==> config.mk <==
export PLATFORM = sky130hd
export DESIGN_NAME = transmissor_medidas_dht11
export DESIGN_NICKNAME = d
export VERILOG_FILES = /design/src/rtl/dht11_pkg.sv /design/src/rtl/conversor_ascii_dht11.sv /design/src/rtl/transmissor_medidas_dht11.sv
export SDC_FILE = /design/constraint.sdc
export NUM_CORES = 1
export LEC_CHECK = 0
export ABC_CLOCK_PERIOD_IN_PS = 6000
export CAP_MARGIN = 20
export CORE_ASPECT_RATIO = 0.5
export CORE_MARGIN = 2
export CORE_UTILIZATION = 60
export CTS_CLUSTER_SIZE = 16
export DETAILED_ROUTE_END_ITERATION = 16
export GPL_ROUTABILITY_DRIVEN = 0
export PLACE_DENSITY_LB_ADDON = 0.05
export SKIP_CTS_REPAIR_TIMING = 1
export SLEW_MARGIN = 15
export SYNTH_ARGS = -nofsm -noshare
export SYNTH_HDL_FRONTEND = slang
export SYNTH_SLANG_ARGS = --single-unit
export TNS_END_PERCENT = 5
==> constraint.sdc <==
create_clock -name clock -period 6 [get_ports clock]
set_input_delay 1.2 -clock clock [delete_from_list [all_inputs] [get_ports clock]]
set_output_delay 1.2 -clock clock [all_outputs]
set_load 0.02 [all_outputs]
==> src/rtl/dht11_pkg.sv <==
// Shared definitions for the DHT11 measurement transmitter: FSM encoding,
// ASCII constants and line lengths.
package dht11_pkg;

   typedef enum logic [3:0] {
      OCIOSO    = 4'd0,
      PEDE      = 4'd1,
      ESPERA    = 4'd2,
      ENVIA     = 4'd3,
      ESPERA_TX = 4'd4,
      FIM       = 4'd5
   } estado_t;

   localparam logic [7:0] ASCII_T      = 8'h54;
   localparam logic [7:0] ASCII_U      = 8'h55;
   localparam logic [7:0] ASCII_PONTO  = 8'h2E;
   localparam logic [7:0] ASCII_ESPACO = 8'h20;
   localparam logic [7:0] ASCII_E      = 8'h45;
   localparam logic [7:0] ASCII_R      = 8'h52;
   localparam logic [7:0] ASCII_O      = 8'h4F;
   localparam logic [7:0] ASCII_CR     = 8'h0D;
   localparam logic [7:0] ASCII_LF     = 8'h0A;
   localparam logic [7:0] ASCII_ZERO   = 8'h30;

   localparam int TAM_LINHA_DADOS = 13;
   localparam int TAM_LINHA_ERRO  = 6;

endpackage

==> src/rtl/conversor_ascii_dht11.sv <==
// Turns one DHT11 word (integer byte + decimal byte) into three ASCII digits,
// clamping the integer part to 99 and the decimal part to 9.
module conversor_ascii_dht11 (
   input  logic [7:0] inteiro,
   input  logic [7:0] decimal,
   output logic [7:0] dezena,
   output logic [7:0] unidade,
   output logic [7:0] decimo
);
   import dht11_pkg::*;

   logic [7:0] int_lim;
   logic [7:0] dec_lim;

   // The leading zero is kept so the line always has a fixed width.
   always_comb begin
      int_lim = (inteiro > 8'd99) ? 8'd99 : inteiro;
      dec_lim = (decimal > 8'd9) ? 8'd9 : decimal;
      dezena  = ASCII_ZERO + (int_lim / 8'd10);
      unidade = ASCII_ZERO + (int_lim % 8'd10);
      decimo  = ASCII_ZERO + dec_lim;
   end

endmodule

==> src/rtl/transmissor_medidas_dht11.sv <==
// Schedules DHT11 measurements and streams the result (or an error line)
// to the UART one byte at a time through a start/done handshake.
module transmissor_medidas_dht11 #(
   parameter int PERIODO        = 100_000_000,
   parameter int TIMEOUT_MEDIDA = 50_000_000,
   parameter int LARGURA_CONT   = 27
) (
   input  logic        clock,
   input  logic        reset,
   input  logic        habilita,
   input  logic        medir,
   input  logic        pronto_medida,
   input  logic        erro_medida,
   input  logic [15:0] temperatura_in,
   input  logic [15:0] umidade_in,
   output logic        medir_dht11,
   output logic [7:0]  tx_dado,
   output logic        tx_partida,
   input  logic        tx_pronto,
   output logic        pronto,
   output logic [3:0]  db_estado
);
   import dht11_pkg::*;

   localparam logic [LARGURA_CONT-1:0] FIM_PERIODO = LARGURA_CONT'(PERIODO - 1);
   localparam logic [LARGURA_CONT-1:0] FIM_TIMEOUT = LARGURA_CONT'(TIMEOUT_MEDIDA - 1);
   localparam logic [3:0] ULTIMO_DADOS = 4'(TAM_LINHA_DADOS - 1);
   localparam logic [3:0] ULTIMO_ERRO  = 4'(TAM_LINHA_ERRO - 1);

   estado_t estado, estado_prox;
   logic [LARGURA_CONT-1:0] cont_periodo, cont_timeout;
   logic        pendente, linha_erro, tick, falha, ultimo;
   logic [15:0] temp_reg, umid_reg;
   logic [3:0]  indice;
   logic [7:0]  t_dez, t_uni, t_dec, u_dez, u_uni, u_dec, caractere;

   assign tick      = habilita && (cont_periodo == FIM_PERIODO);
   assign falha     = erro_medida || (cont_timeout == FIM_TIMEOUT);
   assign ultimo    = (indice == (linha_erro ? ULTIMO_ERRO : ULTIMO_DADOS));
   assign db_estado = estado;

   // One-deep request flag: acceptance in OCIOSO wins over a simultaneous new request.
   always_ff @(posedge clock or posedge reset) begin
      if (reset) begin
         cont_periodo <= '0;
         pendente     <= 1'b0;
      end else begin
         if (!habilita || tick)
            cont_periodo <= '0;
         else
            cont_periodo <= cont_periodo + 1'b1;
         if (estado == OCIOSO && pendente)
            pendente <= 1'b0;
         else if (tick || medir)
            pendente <= 1'b1;
      end
   end

   always_ff @(posedge clock or posedge reset) begin
      if (reset) begin
         cont_timeout <= '0;
         indice       <= '0;
         linha_erro   <= 1'b0;
         temp_reg     <= '0;
         umid_reg     <= '0;
      end else begin
         case (estado)
            PEDE: cont_timeout <= '0;
            ESPERA: begin
               cont_timeout <= cont_timeout + 1'b1;
               if (falha) begin
                  linha_erro <= 1'b1;
               end else if (pronto_medida) begin
                  linha_erro <= 1'b0;
                  temp_reg   <= temperatura_in;
                  umid_reg   <= umidade_in;
               end
            end
            ESPERA_TX: if (tx_pronto && !ultimo) indice <= indice + 1'b1;
            FIM: indice <= '0;
            default: ;
         endcase
      end
   end

   conversor_ascii_dht11 u_conv_temp (
      .inteiro (temp_reg[15:8]),
      .decimal (temp_reg[7:0]),
      .dezena  (t_dez),
      .unidade (t_uni),
      .decimo  (t_dec)
   );

   conversor_ascii_dht11 u_conv_umid (
      .inteiro (umid_reg[15:8]),
      .decimal (umid_reg[7:0]),
      .dezena  (u_dez),
      .unidade (u_uni),
      .decimo  (u_dec)
   );

   always_comb begin
      caractere = ASCII_LF;
      if (linha_erro) begin
         case (indice)
            4'd0: caractere = ASCII_E;
            4'd1: caractere = ASCII_R;
            4'd2: caractere = ASCII_R;
            4'd3: caractere = ASCII_O;
            4'd4: caractere = ASCII_CR;
            default: ;
         endcase
      end else begin
         case (indice)
            4'd0:  caractere = ASCII_T;
            4'd1:  caractere = t_dez;
            4'd2:  caractere = t_uni;
            4'd3:  caractere = ASCII_PONTO;
            4'd4:  caractere = t_dec;
            4'd5:  caractere = ASCII_ESPACO;
            4'd6:  caractere = ASCII_U;
            4'd7:  caractere = u_dez;
            4'd8:  caractere = u_uni;
            4'd9:  caractere = ASCII_PONTO;
            4'd10: caractere = u_dec;
            4'd11: caractere = ASCII_CR;
            default: ;
         endcase
      end
   end

   always_ff @(posedge clock or posedge reset) begin
      if (reset)
         estado <= OCIOSO;
      else
         estado <= estado_prox;
   end

   // tx_dado is driven only while a byte is in flight, so it reads 0 when idle.
   always_comb begin
      estado_prox = estado;
      medir_dht11 = 1'b0;
      tx_partida  = 1'b0;
      pronto      = 1'b0;
      tx_dado     = 8'h00;
      case (estado)
         OCIOSO: if (pendente) estado_prox = PEDE;
         PEDE: begin
            medir_dht11 = 1'b1;
            estado_prox = ESPERA;
         end
         ESPERA: if (falha || pronto_medida) estado_prox = ENVIA;
         ENVIA: begin
            tx_dado     = caractere;
            tx_partida  = 1'b1;
            estado_prox = ESPERA_TX;
         end
         ESPERA_TX: begin
            tx_dado = caractere;
            if (tx_pronto) estado_prox = ultimo ? FIM : ENVIA;
         end
         FIM: begin
            pronto      = 1'b1;
            estado_prox = OCIOSO;
         end
         default: estado_prox = OCIOSO;
      endcase
   end

endmodule

* Word-level counts from Yosys, hierarchy flattened
Index checks and enable logic that the tools add are counted.
** Operators by class
- Reduce and logical (&&, ||, !) cells :: 22
- Equal/unequal tests :: 23
- Order comparisons :: 4
- $add $sub $neg :: 9
- Multiplexer cells :: 25
- Divide/modulo/power cells :: 4
- Bitwise logic cells :: 1
** Operators with widths (count)
- $pmux 8 s11 :: 1
- $add 27x1->27 const B :: 2
- $pmux 27 s2 :: 1
- $add 6x8->8 const A :: 6
- $mux 8 :: 6
- $pmux 7 s4 :: 1
- $eq 27x26->1 const B :: 1
- $eq 27x27->1 const B :: 1
- $mux 27 :: 1
- $eq 4x3->1 const B :: 6
- $mux 4 :: 5
- $pmux 4 s5 :: 1
- $div 8x4->8 const B :: 2
- $eq 4x2->1 const B :: 4
- $eq 4x4->1 const B :: 4
- $gt 8x4->1 const B :: 2
- $gt 8x7->1 const B :: 2
- $mod 8x4->8 const B :: 2
- $eq 4x1->1 const B :: 2
- $logic_not 4->1 :: 2
- $ne 2x2->1 const B :: 4
- $pmux 4 s2 :: 1
- $reduce_bool 2->1 :: 4
- $mux 1 :: 7
- other kinds (10) :: 20
** Storage, ports and cells
- Input port bits :: 39
- Output and inout bits :: 15
- Bits in registers :: 96
- Word-level logic and storage cells :: 96

* Longest topological paths before layout
Gate-level depths: netlist of run 1.
- Depth after elaboration :: 7
- Mapped depth :: 14
- Mapped depth without buffers :: 13

* By module
A second synthesis of run 1 with hierarchy kept.
** Unflattened totals
- Cells, all modules :: 701
- Area total of the unflattened synthesis :: 6442.4 um^2
** Modules (own cells, without submodules)
- transmissor_medidas_dht11 :: times used 1, cells an instance 521, area each 5178.7 um^2
- conversor_ascii_dht11 (u_conv_umid) :: times used 1, cells an instance 98, area each 684.4 um^2
- conversor_ascii_dht11 (u_conv_temp) :: times used 1, cells an instance 82, area each 579.3 um^2

* Least setup slack after synthesis of run 1
OpenSTA, ideal clock, no wires.
- Path type :: reg2out
- Start :: register temp_reg[12]
- End :: output tx_dado[5]
- Cell stages (with the launch flop) :: 14
- Data arrival time :: 2.541 ns
- Slack :: 2.259 ns
- Cell sequence :: dfrtp_1 > buf_2 > buf_4 > nor3_1 > o31a_1 > mux2i_1 > ha_1 > inv_1 > a21oi_1 > a2bb2oi_1 > ha_1 > inv_1 > a221oi_1 > nor2_1
** Between the ends
- Longest elaborated chain between the ends :: 7
- Elaborated cells between the ends (all ways) :: 9
** Ends and longest elaborated chain
- from (decl) :: line transmissor_medidas_dht11.sv:33 : logic [15:0] temp_reg, umid_reg;
- from (signal assigned) :: line transmissor_medidas_dht11.sv:75 : temp_reg <= temperatura_in;
- $gt 8x7->1 :: line conversor_ascii_dht11.sv:17 : int_lim = (inteiro > 8'd99) ? 8'd99 : inteiro;
- $mux 8 (*) :: line conversor_ascii_dht11.sv:17
- $mod 8x4->8 / $div 8x4->8 (equally long branches) :: line conversor_ascii_dht11.sv:20, conversor_ascii_dht11.sv:19
- $add 6x8->8 (on tied branches) :: line conversor_ascii_dht11.sv:20, conversor_ascii_dht11.sv:19
- $pmux 8 s11 (*) :: line transmissor_medidas_dht11.sv:114 : case (indice)
- $mux 8 (*) :: line transmissor_medidas_dht11.sv:104 : if (linha_erro) begin
- $mux 8 (*) :: line transmissor_medidas_dht11.sv:146 : case (estado)
- to (decl) :: line transmissor_medidas_dht11.sv:17 : output logic [7:0] tx_dado,
Mark *: on every way between the ends. The rest lies on a longest branch, timed or not.

* Worst setup path after layout of run 1
- Start :: register temp_reg[13]
- End :: output tx_dado[5]
Same word-level chain as after synthesis.

==> impl_summary.txt, run 1 <==
----------------------------------------------------
[Clocking]
  H-tree levels ... 3
  CTS Sinks ... 95
  Cell at the root of the clock tree ... sky130_fd_sc_hd__clkbuf_16
  TritonCTS clock tree ... built
  Clock-pin slew of the registers on the worst-case setup and hold paths ... 70 ps
  Insertion delay of the later-clocked pin in the worst-skew pair ... 350 ps
  Buffers from clock root to sink, at most ... 2
  Clock buffers created by TritonCTS ... 9

[Power]
  Leakage power figure ... 0.002739 uW
  Switching Power ... roughly 1100 uW
  Switching Share ... 0.4160
  IR Drop Worst-Case VDD ... 0.2149 mV
  Part of the power in the clock network ... 0.211
  Total power divided by cell area ... a little over 400 mW/mm^2
  Power share of the combinational group ... 0.415
  Sequential group share of total power ... 0.374
  Internal Pwr Total ... between 1500 and 2000 uW

[GRT]
  Maximum number of pins on one net before global-route repair ... 50
  Initial antenna violation count ... 0
  Vias in the first global route ... 4437
  GRT overflow ... 0
  Wire length of the first global-routing pass ... around 21000 um
  GRT Total Usage ... 0.2524

[Final layout]
  # nets final ... between 700 and 800
  Most common cell after layout, fill and taps aside ... sky130_fd_sc_hd__dfrtp_1
  Post-Route Utilization ... 0.7001
  Area used by multi-input combinational logic ... between 0.003 and 0.004 sq mm
  Final instance area ... 0.006591 sq mm
  Most used cells in the layout excluding fill and tap cells ... sky130_fd_sc_hd__dfrtp_1 (95), sky130_fd_sc_hd__nor2_1 (69), sky130_fd_sc_hd__nand2_1 (59), sky130_fd_sc_hd__o21ai_0 (58), sky130_fd_sc_hd__clkdlybuf4s50_1 (52)
  # fillers ... roughly 750
  Area growth from synthesis to final layout ... 14.00%
  Sequential standard cell area ... ~0.0024 sq mm
  Ant diodes ... 0
  Post-Layout Cell Count ... between 800 and 900
  Leading registers by flop count ... cont_periodo x27, cont_timeout x27
  Layout cells sized above 1 ... 0.08651

[Synth]
  Main area contributors after synthesis ... sky130_fd_sc_hd__dfrtp_1 (41%), sky130_fd_sc_hd__o21ai_0 (5.0%), sky130_fd_sc_hd__mux2_2 (4.9%)
  Mapped Avg Cell Area ... a little under 9 sq um
  Number of instances in the synthesized netlist ... ~650
  Synthesized flop and latch total ... 95
  Number of warnings reported in the yosys synthesis log ... 0
  Cell type with the highest aggregate area in the netlist ... sky130_fd_sc_hd__dfrtp_1
  Top-area cell type share of the netlist area ... 0.4112
  Number of distinct library cells after synthesis ... a little over 70
  Sequential cell area fraction in the yosys report ... 0.4112
  Cell area after technology mapping ... 0.005782 sq mm
  Post-synth net total ... between 700 and 800
  Async set or reset register ratio after synthesis ... 1.000
  EDFF count, synth ... 0
  Dominant synthesized flop cell ... sky130_fd_sc_hd__dfrtp_1

[Die]
  Die W ... 142.8 um
  Die ar. ... 0.01049 sq mm
  Core Rows ... 25
  Area inside the core boundary ... 0.009415 sq mm
  Height of the die ... roughly 73 um
  Effective utilization at floorplan ... 0.6141
  Number of placed I/O pins ... 54

[STA]
  Setup repair after global routing missed its margin ... false
  Worst clock skew ... 7.806 ps
  Achievable frequency ... ~200 MHz
  Final min period ... approximately 5000 ps
  Final hold slack ... roughly 480 ps
  Endpoints failing hold ... 0
  Number of max-slew violations in the final report ... 0
  Headroom to the max-slew limit ... 0.3274
  Worst-margin pin slew ... just over 1000 ps
  Final period utilization ... 0.8311
  Number of endpoints failing setup at the final stage ... 0
  Setup TNS ... 0 ps

[Status]
  Outcome ... finished clean

[Routing]
  Mean routed wirelength per cell ... around 15 um
  Via-to-Cell Ratio ... 5.911
  DRC violations left ... 0
  1st-iter DRT viols ... roughly 360
  Number of optimization iterations in the first detailed-route pass ... 5
  Count of antenna-violating nets left after detailed routing ... 0
  Routed via count ... 4829
  Total detailed-routing wirelength ... between 10000 and 15000 um

[Setup path]
  CP startpoint kind ... register
  Crit path DAT ... approximately 3800 ps
  Worst-path fanout max ... 17
  Critical Path End Type ... output port
  Critical path class ... reg -> out
  Endpoint required time on the critical path ... between 4000 and 5000 ps

[Run]
  Max_cap viols ... 0

[Placement]
  Port Buffers ... between 50 and 60
  Inst Count DP ... 801
  Half-perimeter wire length after placement ... 8786 um
  Cell area reported after detailed placement ... between 0.006 and 0.007 sq mm

[Min path]
  Path category of the worst min-delay check ... reg -> reg

----------------------------------------------------
-- final cells by class --
class                   instances  area share
clock buffers                  10     0.03626
clock inverters                 6    0.009491
flip-flops and latches         95      0.3607
repair buffers                 53     0.08011
well taps                     135     0.02563
multi-input cells             497      0.4757
inverters                      21     0.01215
-- routing by layer --
layer,GRT usage,part of all wire,vias up
met3,0.04824,0.038,21
met4,0.06271,0.013,0
met1,0.3503,0.48,2332
li1,-,-,2368
met2,0.4156,0.47,108
met5,0,0,-
-- worst max-delay path: stages (launching register included) --
cell and delay, ps:
sky130_fd_sc_hd__dfrtp_1 630, sky130_fd_sc_hd__inv_1 210, sky130_fd_sc_hd__nor3_1 330, sky130_fd_sc_hd__o31a_1 230, sky130_fd_sc_hd__mux2i_1 360, sky130_fd_sc_hd__ha_1 210, sky130_fd_sc_hd__inv_1 40, sky130_fd_sc_hd__a21oi_1 120
sky130_fd_sc_hd__a2bb2oi_1 200, sky130_fd_sc_hd__ha_1 250, sky130_fd_sc_hd__inv_1 60, sky130_fd_sc_hd__a221oi_1 60, sky130_fd_sc_hd__nor2_1 130, sky130_fd_sc_hd__clkdlybuf4s50_1 610
-- power groups by stage --
stage | sequential (uW) | combinational [uW] | clock [uW]
finish | 1020 | 1130 | 573
global route | 1050 | 1250 | 614
CTS | 1010 | 1120 | 579
detailed placement | 1020 | 1110 | 0
global placement | 1010 | 1090 | 0
floorplan | 878 | 978 | 0
-- metrics by stage --
| stage | power [uW] | setup slack, ps |
|---|---|---|
| 5_1_grt | 2917 | 612.8 |
| 4_1_cts | 2713 | 1010 |
| 3_5_place_dp | 2136 | 1405 |
| 2_1_floorplan | 1855 | 2259 |
| 3_3_place_gp | 2100 | 1515 |
| 6_report | 2718 | 1013 |
-- synth_stat cells, types with 4 or more instances --
library cell / number
sky130_fd_sc_hd__dfrtp_1: 95
sky130_fd_sc_hd__nor2_1: 69
sky130_fd_sc_hd__nand2_1: 59
sky130_fd_sc_hd__o21ai_0: 58
sky130_fd_sc_hd__nand3_1: 46
sky130_fd_sc_hd__mux2_2: 25
sky130_fd_sc_hd__a21oi_1: 24
sky130_fd_sc_hd__inv_1: 20
sky130_fd_sc_hd__clkbuf_1: 19
sky130_fd_sc_hd__xor2_1: 19
sky130_fd_sc_hd__and3_1: 16
sky130_fd_sc_hd__nor3_1: 15
sky130_fd_sc_hd__nand4_1: 12
sky130_fd_sc_hd__nor2b_1: 12
sky130_fd_sc_hd__ha_1: 11
sky130_fd_sc_hd__mux2i_1: 11
sky130_fd_sc_hd__buf_2: 10
sky130_fd_sc_hd__xnor2_1: 10
sky130_fd_sc_hd__nand2b_1: 9
sky130_fd_sc_hd__nand3b_1: 8
sky130_fd_sc_hd__a211oi_1: 5
sky130_fd_sc_hd__buf_4: 5
sky130_fd_sc_hd__a311oi_1: 4
sky130_fd_sc_hd__a31oi_1: 4
sky130_fd_sc_hd__nor4b_1: 4
sky130_fd_sc_hd__or3_1: 4
-- kinds of logic (layout without fill, tap and decap cells) --
group | after synthesis | in the layout | share of synthesized area
and+or+nand+nor | 279 | 279 | 0.2486
AOI/OAI and AO/OA | 137 | 137 | 0.1510
DFF | 95 | 95 | 0.4112
buffers and inverters | 59 | 90 | 0.04653
muxes | 39 | 39 | 0.07358
xor gates and xnor gates | 29 | 29 | 0.04393
adders and majority gates | 11 | 11 | 0.02380
other | 2 | 2 | 0.001299
-- final timing paths --
path | from | end | slack, ps | cells past startpoint
setup / recovery | temp_reg[13] | tx_dado[5] | 1010 | 13
hold / removal | cont_timeout[22] | cont_timeout[22] | 480 | 1
setup reg to reg | cont_timeout[0] | temp_reg[14] | 3250 | 7
hold reg to reg | cont_timeout[22] | cont_timeout[22] | 480 | 1
max in group asynchronous | reset | cont_timeout[4] | 3570 | 3
min in group asynchronous | reset | umid_reg[7] | 1330 | 2
(Power assumes the default switching activity.)
==> run 2: changes to the inputs <==
--- a/config.mk
+++ b/config.mk
@@ -5,11 +5,11 @@
 export SDC_FILE = /design/constraint.sdc
 export NUM_CORES = 1
 export LEC_CHECK = 0
-export ABC_CLOCK_PERIOD_IN_PS = 6000
+export ABC_CLOCK_PERIOD_IN_PS = 4600
 export CAP_MARGIN = 20
 export CORE_ASPECT_RATIO = 0.5
 export CORE_MARGIN = 2
-export CORE_UTILIZATION = 60
+export CORE_UTILIZATION = 58
 export CTS_CLUSTER_SIZE = 16
 export DETAILED_ROUTE_END_ITERATION = 16
 export GPL_ROUTABILITY_DRIVEN = 0
==> constraint.sdc (replaced) <==
create_clock -name clock -period 4.6 [get_ports clock]
set_input_delay 0.92 -clock clock [delete_from_list [all_inputs] [get_ports clock]]
set_output_delay 0.92 -clock clock [all_outputs]
set_load 0.02 [all_outputs]
==> run 2 against run 1 <==
Global-route usage fell by 0.98 points. Worst setup slack got worse by 770 ps. Die area up 3.3%. Sequential share of layout area fell by 0.21 points. Cell count grew 0.49%. Register-to-register slack got worse by 1300 ps. Non-clock buffer count rose by 4. Clock skew increased by 1.9 ps. Combinational power increased by 35%.
==> impl_summary.txt, run 2 (synthesized netlist as in run 1, its figures left out) <==
----------------------------------------------------
[Power]
  Leakage power figure ... approximately 0.0028 uW
  IR Drop Worst-Case VDD ... ~0.21 mV
  Total power divided by cell area ... between 500 and 600 mW/mm^2

[Final layout]
  Layout cells sized above 1 ... 0.1006
  Most common cell after layout, fill and taps aside ... sky130_fd_sc_hd__dfrtp_1
  Leading registers by flop count ... cont_periodo x27, cont_timeout x27
  Most used cells in the layout excluding fill and tap cells ... sky130_fd_sc_hd__dfrtp_1 (92), sky130_fd_sc_hd__nor2_1 (69), sky130_fd_sc_hd__nand2_1 (59), sky130_fd_sc_hd__o21ai_0 (58), sky130_fd_sc_hd__clkdlybuf4s50_1 (51)
  Post-Layout Cell Count ... 821
  Area growth from synthesis to final layout ... 14.85%
  Ant diodes ... 0
  # nets final ... between 700 and 800
  Final instance area ... between 0.006 and 0.007 sq mm

[STA]
  Final worst slack ... ~240 ps
  Headroom to the max-slew limit ... 0.3662
  Worst-margin pin slew ... 950.8 ps
  Endpoints failing hold ... 0
  Final min period ... between 4000 and 5000 ps
  Setup repair after global routing missed its margin ... false
  Worst clock skew ... 9.713 ps
  Number of max-slew violations in the final report ... 0
  Final period utilization ... 0.9478
  Setup TNS ... 0 ps
  Number of endpoints failing setup at the final stage ... 0
  Achievable frequency ... ~230 MHz

[Placement]
  Port Buffers ... between 50 and 60
  Cell area reported after detailed placement ... ~0.0063 sq mm
  Pre-CTS setup slack ... between 150 and 200 ps
  Inst Count DP ... 805
  Half-perimeter wire length after placement ... between 8000 and 9000 um

[Routing]
  DRC violations left ... 0
  Mean routed wirelength per cell ... about 15 um
  1st-iter DRT viols ... roughly 420
  Total detailed-routing wirelength ... roughly 13000 um
  Routed via count ... between 4000 and 5000
  Count of antenna-violating nets left after detailed routing ... 0
  Via-to-Cell Ratio ... 5.988
  Number of optimization iterations in the first detailed-route pass ... 5

[Min path]
  Path category of the worst min-delay check ... reg -> reg

[Clocking]
  CTS Sinks ... between 90 and 100
  Cell at the root of the clock tree ... sky130_fd_sc_hd__clkbuf_16
  Clock-pin slew of the registers on the worst-case setup and hold paths ... about 70 ps
  H-tree levels ... 3
  Insertion delay of the later-clocked pin in the worst-skew pair ... approximately 350 ps
  Buffers from clock root to sink, at most ... 2
  TritonCTS clock tree ... built
  Clock buffers created by TritonCTS ... 9

[Die]
  Area inside the core boundary ... between 0.009 and 0.01 sq mm
  Die W ... roughly 150 um
  Die ar. ... roughly 0.011 sq mm
  Effective utilization at floorplan ... 0.6041
  Number of placed I/O pins ... 54
  Core Rows ... 25
  Height of the die ... about 75 um

[GRT]
  Maximum number of pins on one net before global-route repair ... between 40 and 50
  GRT overflow ... 0
  Wire length of the first global-routing pass ... 21350 um
  Vias in the first global route ... between 4000 and 5000
  GRT Total Usage ... 0.2426
  Initial antenna violation count ... 0

[Run]
  Max_cap viols ... 0

[Setup path]
  Worst-path fanout max ... 13
  Crit path DAT ... ~3400 ps
  Critical Path End Type ... output port
  CP startpoint kind ... register
  Critical path class ... reg -> out
  Endpoint required time on the critical path ... ~3700 ps

[Status]
  Outcome ... finished clean

----------------------------------------------------
==> run 2: final timing paths <==
kind | startpoint | endpoint | slack [ps] | cells past startpoint
max in group asynchronous | reset | temp_reg[12] | 2750 | 3
max reg2reg | cont_timeout[0] | temp_reg[2] | 1910 | 7
max | umid_reg[13] | tx_dado[3] | 240 | 11
min | cont_timeout[22] | cont_timeout[22] | 470 | 1
min in group asynchronous | reset | cont_periodo[6] | 1010 | 2
min reg2reg | cont_timeout[22] | cont_timeout[22] | 470 | 1
==> run 2: routing by layer <==
layer | wire length (um) | global-route usage | vias to the layer above
li1 | - | - | 2381
met1 | 5899 | 0.3225 | 2367
met2 | 5834 | 0.4039 | 142
met3 | 692 | 0.05828 | 26
met4 | 211 | 0.07625 | 0
met5 | 0 | 0 | -
==> run 2: power breakdown <==
group,leakage [uW],switching (uW),internal [uW]
Combinational,0.00138,839,682
Sequential,0.00125,302,1010
Clock,0.000144,359,383
Total,0.00277,1500,2080
==> run 2: critical path, cell delays in order (launching register included) <==
cell	delay, ps
sky130_fd_sc_hd__dfrtp_1	560
sky130_fd_sc_hd__inv_1	190
sky130_fd_sc_hd__nor2_1	160
sky130_fd_sc_hd__a22oi_1	100
sky130_fd_sc_hd__a311oi_2	370
sky130_fd_sc_hd__inv_1	120
sky130_fd_sc_hd__ha_1	230
sky130_fd_sc_hd__o21ba_2	210
sky130_fd_sc_hd__o21bai_1	160
sky130_fd_sc_hd__a21oi_1	100
sky130_fd_sc_hd__a311o_1	330
sky130_fd_sc_hd__clkdlybuf4s50_1	550
==> run 2: final cells by class <==
type                       instances  area, sq um
clock buffer                       9        225.2
inverter                          21        80.08
sequential                        95         2381
tap                              135        168.9
multi-input combinational        497         3151
fill                             797         2932
timing repair buffer              57        560.5
clock inverter                     7        73.82
==> run 2: through the flow <==
| step | util | hold WS (ps) | power (uW) |
|---|---|---|---|
| after floorplan | - | 437.9 | 2420 |
| after global placement | 0.6603 | 455.5 | 2756 |
| after detailed placement | 0.6603 | 469.0 | 2793 |
| after CTS | 0.6915 | 479.4 | 3551 |
| after global routing | 0.6937 | 519.7 | 3831 |
| final | 0.6937 | 473.3 | 3579 |
==> run 3: changes to the inputs <==
--- a/config.mk
+++ b/config.mk
@@ -8,12 +8,12 @@
 export ABC_CLOCK_PERIOD_IN_PS = 4600
 export CAP_MARGIN = 20
 export CORE_ASPECT_RATIO = 0.5
-export CORE_MARGIN = 2
 export CORE_UTILIZATION = 58
 export CTS_CLUSTER_SIZE = 16
 export DETAILED_ROUTE_END_ITERATION = 16
 export GPL_ROUTABILITY_DRIVEN = 0
 export PLACE_DENSITY_LB_ADDON = 0.05
+export SETUP_SLACK_MARGIN = 0.3
 export SKIP_CTS_REPAIR_TIMING = 1
 export SLEW_MARGIN = 15
 export SYNTH_ARGS = -nofsm -noshare
==> run 3 against run 2 <==
Wire length shrank 0.45%. Clock skew shrank 1.5 ps. Utilization grew 0.82 points. Sequential power is essentially flat. Non-clock buffer count grew 6. Register-to-register slack lost 80 ps. Combinational power grew 3%. Worst hold slack gained 11 ps. Cell count grew 0.73%. Sequential share of layout area shrank 0.42 points. Via count shrank 0.71%. Clock-buffer cell count grew 1. Largest cell class unchanged. Largest power group unchanged.
==> impl_summary.txt, run 3 (synthesized netlist as in run 1, its figures left out) <==
----------------------------------------------------
[Status]
  Outcome ... finished clean

[Power]
  Total power divided by cell area ... ~540 mW/mm^2
  IR Drop Worst-Case VDD ... between 0.2 and 0.25 mV
  Power share of the combinational group ... 0.434
  Switching Share ... 0.4130
  Part of the power in the clock network ... 0.203
  Switching Power ... 1498 uW
  Internal Pwr Total ... between 2000 and 2500 uW
  Leakage power figure ... between 0.002 and 0.003 uW
  Sequential group share of total power ... 0.363
  Design Power ... 3626 uW

[STA]
  Worst clock skew ... a little over 8 ps
  Final min period ... approximately 4300 ps
  Setup TNS ... 0 ps
  Endpoints failing hold ... 0
  Headroom to the max-slew limit ... 0.3531
  Worst-margin pin slew ... around 970 ps
  Achievable frequency ... ~230 MHz
  Final worst slack ... ~300 ps
  Number of max-slew violations in the final report ... 0
  Setup repair after global routing missed its margin ... true
  Final hold slack ... 484.5 ps
  Number of endpoints failing setup at the final stage ... 0
  Final period utilization ... 0.9345

[Clocking]
  Insertion delay of the later-clocked pin in the worst-skew pair ... 350 ps
  Clock buffers created by TritonCTS ... 9
  CTS Sinks ... between 90 and 100
  H-tree levels ... 3
  Cell at the root of the clock tree ... sky130_fd_sc_hd__clkbuf_16
  TritonCTS clock tree ... built
  Buffers from clock root to sink, at most ... 2
  Clock-pin slew of the registers on the worst-case setup and hold paths ... 70 ps

[Setup path]
  Crit path launch ... umid_reg[13]
  Cell at the slowest stage of the critical path ... sky130_fd_sc_hd__dfrtp_1
  CP startpoint kind ... register
  Endpoint required time on the critical path ... approximately 3700 ps
  Crit path DAT ... approximately 3400 ps
  Worst-path fanout max ... 13
  Worst R2R Start ... cont_timeout[0]
  Most used cell along the critical path ... sky130_fd_sc_hd__inv_1
  Critical Path End Type ... output port
  Biggest cell delay along the critical path ... approximately 570 ps
  Critical path class ... reg -> out
  Crit path cell chain ... inv_1 > nor2_1 > a22oi_1 > a311oi_2 > inv_1 > ha_1 > o21ba_2 > o21bai_1 > a21oi_1 > a311o_1 > clkdlybuf4s50_1

[Final layout]
  Layout cells sized above 1 ... 0.1113
  Most used cells in the layout excluding fill and tap cells ... sky130_fd_sc_hd__dfrtp_1 (92), sky130_fd_sc_hd__nor2_1 (68), sky130_fd_sc_hd__nand2_1 (59), sky130_fd_sc_hd__o21ai_0 (57), sky130_fd_sc_hd__clkdlybuf4s50_1 (50)
  Most common cell after layout, fill and taps aside ... sky130_fd_sc_hd__dfrtp_1
  Post-Layout Cell Count ... roughly 830
  Leading registers by flop count ... cont_periodo x27, cont_timeout x27
  # nets final ... roughly 740
  Ant diodes ... 0
  Area growth from synthesis to final layout ... 16.21%

[Min path]
  Path category of the worst min-delay check ... reg -> reg
  Min-delay src ... cont_timeout[22]

[GRT]
  Initial antenna violation count ... 0
  GRT overflow ... 0
  Maximum number of pins on one net before global-route repair ... 79
  Vias in the first global route ... 4433
  GRT Total Usage ... 0.2563
  Wire length of the first global-routing pass ... about 21000 um

[Die]
  Effective utilization at floorplan ... 0.6041
  Number of placed I/O pins ... 54
  Height of the die ... between 70 and 80 um
  Die W ... approximately 140 um
  Die ar. ... roughly 0.010 sq mm
  Area inside the core boundary ... 0.009572 sq mm
  Core Rows ... 25

[Placement]
  Pre-CTS setup slack ... 295.3 ps
  Half-perimeter wire length after placement ... ~8400 um
  Port Buffers ... 52
  Inst Count DP ... between 800 and 900

[Routing]
  1st-iter DRT viols ... 361
  Count of antenna-violating nets left after detailed routing ... 0
  Via-to-Cell Ratio ... a little under 6
  Routed via count ... roughly 4900
  Mean routed wirelength per cell ... 15.21 um
  Number of optimization iterations in the first detailed-route pass ... 5
  DRC violations left ... 0
  Total detailed-routing wirelength ... approximately 13000 um

[Run]
  Max_cap viols ... 0

----------------------------------------------------
[run 3: changes by cell type in the layout (fill, tap and decap cells not counted), sizes merged]
cell and change:
buf +6, clkbuf +1, clkdlybuf4s50 -1, clkinv -1, clkinvlp +1, dlymetal6s2s +1, inv -1
[run 3: per-layer routing]
metal | track usage | part of all wire | up-vias
li1 | - | - | 2402
met1 | 0.3554 | 0.47 | 2327
met2 | 0.4098 | 0.47 | 129
met3 | 0.05184 | 0.046 | 23
met4 | 0.07885 | 0.016 | 0
met5 | 0 | 0 | -
[run 3: path summary, 6_finish.rpt]
check                                    to  slack, ps  cells past startpoint
min in group asynchronous   cont_periodo[0]        860                      2
hold / removal             cont_timeout[22]        480                      1
hold reg to reg            cont_timeout[22]        480                      1
setup / recovery                 tx_dado[3]        300                     11
setup reg to reg                temp_reg[8]       1830                      7
max in group asynchronous      temp_reg[13]       2870                      4
[run 3: layout make-up]
| class | instances | area, sq um |
|---|---|---|
| Inverter | 21 | 81.33 |
| Fill cell | 795 | 2853 |
| Timing Repair Buffer | 63 | 628.1 |
| Clock buffer | 10 | 239.0 |
| Sequential cell | 95 | 2381 |
| Tap cell | 135 | 168.9 |
| Multi-Input combinational cell | 497 | 3164 |
| Clock inverter | 6 | 56.30 |
[run 3: power groups by stage]
stage / sequential (uW) / combinational, uW / clock, uW
CTS: 1310 / 1460 / 747
detailed placement: 1320 / 1450 / 0
global route: 1350 / 1730 / 780
finish: 1320 / 1570 / 737
global placement: 1310 / 1430 / 0
floorplan: 1140 / 1280 / 0
[run 3: worst max-delay path, delay by kind of cell, from the launching register on]
| family | cells | cell delay [ps] |
|---|---|---|
| AOI/OAI and AO/OA | 6 | 1230 |
| adders and majority gates | 1 | 230 |
| DFF | 1 | 570 |
| buffers and inverters | 3 | 870 |
| and+or+nand+nor | 1 | 140 |
[run 3: per-stage QoR]
| step | cell area (sq um) | utilization |
|---|---|---|
| 3_3_place_gp | 6314 | 0.6596 |
| 6_report | 6719 | 0.7020 |
| 5_1_grt | 6719 | 0.7020 |
| 3_5_place_dp | 6314 | 0.6596 |
| 4_1_cts | 6609 | 0.6905 |
| 2_1_floorplan | 5782 | - |
